**config.mk**
```make
export PLATFORM = sky130hd
export DESIGN_NAME = gal_sop_seq_eval
export DESIGN_NICKNAME = d
export VERILOG_FILES = /design/src/rtl/gal_pla_pkg.sv /design/src/rtl/gal_sop_chunk.sv /design/src/rtl/gal_sop_seq_eval.sv
export SDC_FILE = /design/constraint.sdc
export NUM_CORES = 1
export LEC_CHECK = 0
export ABC_AREA = 1
export BUFFER_PORTS_ARGS = -buffer_cell sky130_fd_sc_hd__clkbuf_2
export CAP_MARGIN = 5
export CELL_PAD_IN_SITES_DETAIL_PLACEMENT = 0
export CELL_PAD_IN_SITES_GLOBAL_PLACEMENT = 1
export CORE_AREA = 2 2 39 41
export CTS_CLUSTER_SIZE = 30
export DETAILED_ROUTE_END_ITERATION = 10
export DIE_AREA = 0 0 41 43
export PLACE_DENSITY = 0.54
export RECOVER_POWER = 25
export SLEW_MARGIN = 0
export SYNTH_ARGS = -nofsm -noshare
export SYNTH_HDL_FRONTEND = slang
export SYNTH_SLANG_ARGS = --single-unit
```
**constraint.sdc**
```tcl
create_clock -name clk -period 1.2 [get_ports clk]
set_input_delay 0.24 -clock clk [delete_from_list [all_inputs] [get_ports clk]]
set_output_delay 0.24 -clock clk [all_outputs]
set_load 0.01 [all_outputs]
```
**src/rtl/gal_pla_pkg.sv**
```systemverilog
// Shared definitions for the sequential sum-of-products evaluator.
//   LIT_*     : 2-bit literal codes stored per variable per product term.
//   state_t   : controller states of gal_sop_seq_eval.
//   ceil_div  : integer ceiling division, used to size the chunk counter.
package gal_pla_pkg;

  localparam logic [1:0] LIT_UNUSED = 2'b00;  // variable does not appear in the term
  localparam logic [1:0] LIT_INV    = 2'b01;  // variable appears inverted
  localparam logic [1:0] LIT_TRUE   = 2'b10;  // variable appears true
  localparam logic [1:0] LIT_CONTRA = 2'b11;  // term can never be true

  typedef enum logic [1:0] {
    IDLE = 2'd0,
    EVAL = 2'd1,
    DONE = 2'd2
  } state_t;

  function automatic int ceil_div(input int a, input int b);
    return (a + b - 1) / b;
  endfunction

endpackage

```
**src/rtl/gal_sop_chunk.sv**
```systemverilog
// One channel's PLA slice: ORs together the PLA_CHUNK product terms selected
// by the chunk counter, evaluated on the latched input vector. Purely
// combinational.
//   in_q_i  [WIDTH]            latched input variables
//   cnt_i   [CNT_W]            chunk index k; selects terms k*PLA_CHUNK ..
//   tbl_i   [DEPTH*2*WIDTH]    this channel's term table
//   hit_o                      OR of the selected terms
module gal_sop_chunk
  import gal_pla_pkg::*;
#(
  parameter int WIDTH     = 4,
  parameter int DEPTH     = 16,
  parameter int PLA_CHUNK = 8,
  parameter int CNT_W     = 1
) (
  input  logic [WIDTH-1:0]         in_q_i,
  input  logic [CNT_W-1:0]         cnt_i,
  input  logic [DEPTH*2*WIDTH-1:0] tbl_i,
  output logic                     hit_o
);

  function automatic logic lit_match(input logic [1:0] lit, input logic x);
    case (lit)
      LIT_UNUSED: return 1'b1;
      LIT_INV:    return ~x;
      LIT_TRUE:   return x;
      LIT_CONTRA: return 1'b0;
      default:    return 1'b0;
    endcase
  endfunction

  logic [DEPTH-1:0] term_true;
  logic [DEPTH-1:0] term_sel;

  // Only real terms exist here, so the padding slots of the last chunk
  // contribute nothing: a chunk selects just the terms whose index maps to it.
  for (genvar t = 0; t < DEPTH; t++) begin : g_term
    logic [WIDTH-1:0] lit_ok;
    for (genvar v = 0; v < WIDTH; v++) begin : g_var
      assign lit_ok[v] = lit_match(tbl_i[2*WIDTH*t + 2*v +: 2], in_q_i[v]);
    end
    assign term_true[t] = &lit_ok;
    assign term_sel[t]  = (cnt_i == CNT_W'(t / PLA_CHUNK));
  end

  assign hit_o = |(term_true & term_sel);

endmodule

```
**src/rtl/gal_sop_seq_eval.sv**
```systemverilog
// Multi-channel sum-of-products evaluator that walks each channel's product
// terms PLA_CHUNK at a time and ORs the partial results into an accumulator.
//   clk, rst_n            clock, asynchronous active-low reset
//   in_valid / in_ready   input handshake; in_ready only in IDLE
//   in_data   [WIDTH]     input variable vector, latched on accept
//   out_valid / out_ready output handshake; result held until taken
//   out_data  [NUM_OUT]   per-channel SOP result (kept after the handshake)
//   busy                  high while evaluating
// Build option: define GAL_SOP_EARLY_EXIT_EN to leave EVAL as soon as every
// channel is already 1; out_data is the same, only latency shrinks.
module gal_sop_seq_eval
  import gal_pla_pkg::*;
#(
  parameter int WIDTH     = 4,
  parameter int DEPTH     = 16,
  parameter int NUM_OUT   = 2,
  parameter int PLA_CHUNK = 8,
  parameter logic [NUM_OUT*DEPTH*2*WIDTH-1:0] TABLE = '0
) (
  input  logic               clk,
  input  logic               rst_n,
  input  logic               in_valid,
  output logic               in_ready,
  input  logic [WIDTH-1:0]   in_data,
  output logic               out_valid,
  input  logic               out_ready,
  output logic [NUM_OUT-1:0] out_data,
  output logic               busy
);

  localparam int TBL_BITS = NUM_OUT * DEPTH * 2 * WIDTH;
  localparam int CH_BITS  = DEPTH * 2 * WIDTH;
  localparam int NCHUNK   = ceil_div(DEPTH, PLA_CHUNK);
  localparam int CNT_W    = (NCHUNK > 1) ? $clog2(NCHUNK) : 1;
  localparam logic [CNT_W-1:0] LAST_CNT = CNT_W'(NCHUNK - 1);

  if (WIDTH < 1 || DEPTH < 1 || NUM_OUT < 1 || PLA_CHUNK < 1) begin : g_bad_param
    $fatal(1, "gal_sop_seq_eval: WIDTH, DEPTH, NUM_OUT and PLA_CHUNK must be >= 1");
  end
  if ($bits(TABLE) != TBL_BITS) begin : g_bad_table
    $fatal(1, "gal_sop_seq_eval: TABLE must be NUM_OUT*DEPTH*2*WIDTH bits");
  end

  state_t               state_q, state_d;
  logic [CNT_W-1:0]     cnt_q, cnt_d;
  logic [NUM_OUT-1:0]   acc_q, acc_d;
  logic [NUM_OUT-1:0]   out_data_q, out_data_d;
  logic                 out_valid_q, in_ready_q, busy_q;
  logic [WIDTH-1:0]     in_q;
  logic                 load_in;
  logic [NUM_OUT-1:0]   hit;
  logic                 early;

  for (genvar c = 0; c < NUM_OUT; c++) begin : g_ch
    gal_sop_chunk #(
      .WIDTH     (WIDTH),
      .DEPTH     (DEPTH),
      .PLA_CHUNK (PLA_CHUNK),
      .CNT_W     (CNT_W)
    ) u_chunk (
      .in_q_i (in_q),
      .cnt_i  (cnt_q),
      .tbl_i  (TABLE[c*CH_BITS +: CH_BITS]),
      .hit_o  (hit[c])
    );
  end

`ifdef GAL_SOP_EARLY_EXIT_EN
  // Once every channel is 1 the remaining chunks cannot change the result.
  assign early = &(acc_q | hit);
`else
  assign early = 1'b0;
`endif

  always_comb begin
    state_d    = state_q;
    cnt_d      = cnt_q;
    acc_d      = acc_q;
    out_data_d = out_data_q;
    load_in    = 1'b0;
    case (state_q)
      IDLE: begin
        if (in_valid && in_ready_q) begin
          load_in = 1'b1;
          acc_d   = '0;
          cnt_d   = '0;
          state_d = EVAL;
        end
      end
      EVAL: begin
        acc_d = acc_q | hit;
        if (cnt_q == LAST_CNT || early) begin
          cnt_d      = '0;
          out_data_d = acc_d;
          state_d    = DONE;
        end else begin
          cnt_d = cnt_q + CNT_W'(1);
        end
      end
      DONE: begin
        if (out_valid_q && out_ready) state_d = IDLE;
      end
      default: state_d = IDLE;
    endcase
  end

  // Handshake/status outputs are registered from the next state so they
  // change on the same edge as the state, and are all low during reset.
  always_ff @(posedge clk or negedge rst_n) begin
    if (!rst_n) begin
      state_q     <= IDLE;
      cnt_q       <= '0;
      acc_q       <= '0;
      out_data_q  <= '0;
      out_valid_q <= 1'b0;
      in_ready_q  <= 1'b0;
      busy_q      <= 1'b0;
    end else begin
      state_q     <= state_d;
      cnt_q       <= cnt_d;
      acc_q       <= acc_d;
      out_data_q  <= out_data_d;
      out_valid_q <= (state_d == DONE);
      in_ready_q  <= (state_d == IDLE);
      busy_q      <= (state_d == EVAL);
    end
  end

  // Input latch: data only, captured on accept and ignored afterwards.
  always_ff @(posedge clk) begin
    if (load_in) in_q <= in_data;
  end

  assign in_ready  = in_ready_q;
  assign out_valid = out_valid_q;
  assign out_data  = out_data_q;
  assign busy      = busy_q;

endmodule

```
# Yosys cells after proc, flatten, opt, wreduce, memory -nomap -nowiden
# Cells that the tools add are included.
[word_totals]
memories = 0
mem_bits_rw = 0
latchBits = 0
regBits = 7
input_bits = 8
rom_bits = 0
[op_classes]
n_div = 0
n_reduce_logical = 7
order_cmp = 0
bitwise_logic = 0
muxes = 7
mul = 0
n_addsub = 1
n_eq_ne = 5
n_shift = 0
[ops]
columns = ["operator", "n"]
rows = [
  ["two-way mux 2 bit", 3],
  ["case mux 2 bit (3 select lines)", 1],
  ["== test 2 x 1 -> 1 bit, second input constant", 2],
  ["== test 2 bit, second input constant", 2],
  ["logical NOT 2 bit", 2],
  ["AND reduction 2 bit", 2],
  ["logical AND 1 bit", 2],
  ["two-way mux 1 bit", 2],
  ["!= test 2 bit, second input constant", 1],
  ["case mux 1 bit (2 select lines)", 1],
  ["nonzero test 2 bit", 1],
  ["adder 1 bit, second input constant", 1],
]

# Depth between registers and ports, before layout
[depth]
ltp_word = 4
mapped_depth = 5
depth_no_buf = 5

# Cells and area by module
# A second synthesis with hierarchy kept.
[hier_totals]
hier_cells = 563
area_unflattened_um2 = 2700.1
[by_module_without_submodules]
columns = ["mod", "area_per_inst_um2", "seq_area_each_um2", "n_inst", "cells_per_inst"]
rows = [
  ["gal_sop_chunk", 1082.3, 0.0, 2, 257],
  ["gal_sop_seq_eval", 535.5, 370.4, 1, 49],
]

# Worst setup path before layout
# Ideal clock, no wire load.
[synth_timing]
path_type = "reg2reg"
startpoint = "register state_q[1]"
endpoint = "register in_ready_q, in the netlist in_ready"
path_stages_with_launch = 5
path_slack_ps = 393
t_required_ps = 1086
t_arrival_ps = 693
cell_sequence = "dfrtp_1 > inv_1 > nand3_1 > nand2_2 > nor2_2"
[synth_between]
elab_chain_cells = 3
elab_cells_between_ends = 8
cone_classes = "eq/ne: 2; mux: 4; reduce/logical: 2"
[synth_rtl]
columns = ["item", "line_no", "rtl"]
rows = [
  ["start: declaration", "gal_sop_seq_eval.sv:44", "state_t state_q, state_d;"],
  ["start signal: assignment", "gal_sop_seq_eval.sv:119", "state_q <= state_d;"],
  ["== test 2 bit (tied with other cells)", "gal_sop_seq_eval.sv:81", "case (state_q)"],
  ["case mux 2 bit (3 select lines) *", "gal_sop_seq_eval.sv:81", ""],
  ["via state_d[0]", "gal_sop_seq_eval.sv:44", ""],
  ["logical NOT 2 bit *", "gal_sop_seq_eval.sv:124", "in_ready_q <= (state_d == IDLE);"],
  ["end signal: assignment", "gal_sop_seq_eval.sv:124", ""],
  ["end: declaration", "gal_sop_seq_eval.sv:48", "logic out_valid_q, in_ready_q, busy_q;"],
]
# The timed path passes the listed nets; every way through them passes the cells marked *.
# A chain may end at the register's enable or synchronous reset.

==> impl_metrics.json <==
{
  "outcome": "completed",
  "tns_ps": 0,
  "avgRoutedWirePerCell_um": 8.02,
  "synth_area_um2": 273,
  "grt_pass1_wl_um": 786,
  "synth_seq_area_share_pct": 64.2,
  "worstPathMaxFanout": 3,
  "p_clk_share_pct": 23.2,
  "grt_antenna_before_repair": 0,
  "synth_cell_types": 9,
  "syn_area_per_cell_um2": 9.41,
  "cts_made_buffers": 3,
  "clk-insertion-delay-late_ps": 250,
  "cts_root_buf": "clkbuf_4",
  "path_class": "flip-flop to primary output",
  "fin_crit_sh_pct": 83.5,
  "fin_skew_ps": 1.57,
  "cts_tree": "built",
  "hold_viol": 0,
  "clock.fmax_mhz": 998,
  "clockBufferDepth": 2,
  "diodes": 0,
  "die_y_um": 43,
  "grt_setup_unrepaired": "no",
  "hp-class": "input port to flip-flop",
  "post-place-ws_ps": 327,
  "fp.dieW_um": 41,
  "cp.required_ps": 960,
  "start_util_pct": 19.7,
  "htree_num_levels": 1,
  "power_frac_comb_pct": 33.8,
  "crit_arrival_ps": 760,
  "ctsResizeCount": 0,
  "drc_errors": 0,
  "cts_setup_buffers": 0,
  "report.final.slew_viol_count": 0,
  "fillerInstances": 164,
  "ios": 13,
  "swShare_pct": 35.9,
  "holdBufCountCts": 1,
  "ys_warn_count": 0,
  "core_um2": 1380,
  "leakagePower_nw": 0.205,
  "grt_max_degree": 8,
  "grt_pass1_vias": 217,
  "die_area_um2": 1760,
  "dr.pass1.iters": 4,
  "synth_nets": 37,
  "drt_iter0_drc": 5,
  "synthCells": 29,
  "grt_usage_pct": 7.28,
  "cp-start-kind": "flip-flop",
  "area_growth_pct": 32.1,
  "fin_crit_ps": 1000,
  "nets": 50,
  "critPathBufInv": 1,
  "wirelength_um": 457,
  "drive_above_1_share_pct": 31.7,
  "drv_cap": 0,
  "slew_headroom_pct": 74.5,
  "ys_ff_latch": 7,
  "cp_top_family": "flip-flops",
  "vdd_drop_max_uv": 734,
  "hpwl_um": 335,
  "seq_power_share_pct": 43.0,
  "viasPerCell": 3.56,
  "crit_chain": "clkbuf_2",
  "globalRouteOverflowTotal": 0,
  "end_kind": "primary output",
  "powerDensity_nw_per_um2": 2540,
  "tightest_slew_ps": 382,
  "rows": 14,
  "setup_ws_ps": 198,
  "slowest_stage": "dfrtp_1",
  "port_buffers": 8,
  "ant_nets": 0,
  "clk_pin_slew_ps": 50,
  "gp_congestion": 0.692,
  "finalSetupViolations": 0,
  "p_switching_mw": 0.329,
  "p_int_mw": 0.587,
  "vias": 203,
  "critPathMaxStageDelay_ps": 380,
  "clock-sinks": 7
}
## layout by cell type, fill, tap and decap left out
master	instances
a21oi_1	1
clkbuf_1	2
clkbuf_2	7
clkbuf_4	3
dfrtp_1	7
dlygate4sd3_1	1
inv_1	4
nand2_1	9
nand2_2	2
nand3_1	2
nor2_1	2
nor2_2	1
## logic make-up (layout without fill, tap and decap cells)
kind of cell           after synthesis  count (layout)  synth area share, %
AOI/OAI and AO/OA                    1               1                 1.83
buffers and inverters                5              17                 8.26
DFF                                  7               7                 64.2
and+or+nand+nor                     16              16                 25.7
## through the flow
stage                     area [um2]  total power, mW  hold slack [ps]  util (%)  std cells
after floorplan                  273            0.619            -55.6         -         29
after global placement           325            0.712             87.1      23.5         52
after detailed placement         325            0.710             86.9      23.5         52
after CTS                        362            0.937              259      26.1         57
after global routing             360            0.996              291      26.0         57
final                            360            0.916              269      26.0         57
## power by group through the flow
stage | combinational (mW) | sequential (mW) | clock, mW
2_1_floorplan | 0.199 | 0.420 | 0
3_3_place_gp | 0.316 | 0.397 | 0
3_5_place_dp | 0.313 | 0.398 | 0
4_1_cts | 0.316 | 0.395 | 0.225
5_1_grt | 0.358 | 0.409 | 0.229
6_report | 0.310 | 0.394 | 0.212
## synthesized netlist by cell type
cell	n	area, um2
buf_4	1	7.51
nand2_1	9	33.8
a21oi_1	1	5.00
inv_1	4	15.0
nor2_2	1	6.26
nor2_1	2	7.51
nand2_2	2	12.5
nand3_1	2	10.0
dfrtp_1	7	175
## final timing paths
check,startpoint,endpoint,slack (ps),cells past startpoint
setup / recovery,out_data[0],out_data[1],200,1
hold / removal,out_ready,out_valid,270,4
setup reg to reg,state_q[1],in_ready,320,4
hold reg to reg,out_data[0],out_data[0],490,2
max in group asynchronous,rst_n,busy,500,2
min in group asynchronous,rst_n,in_ready,420,2
## per-layer routing
metal	vias to the layer above	GRT usage (%)	routed length (um)
met5	-	0	0
met4	0	8.00	0
met3	0	3.14	37
met2	5	9.06	205
met1	89	8.22	214
li1	109	-	-
## sequential cells by signal, indices dropped and copies added (netlist names)
signal     flops
busy           1
cnt_q          1
in_ready       1
out_data       1
out_valid      1
state_q        2
## area by class of cell
cell class,count,area (um2),area share (%)
Sequential cell,7,175,48.6
Multi-Input combinational cell,17,75.1,20.8
Timing Repair Buffer,9,48.8,13.5
Clock buffer,4,26.3,7.29
Tap cell,16,20.0,5.56
Inverter,4,15.0,4.17
No activity file was read; power rests on OpenSTA's default activity.
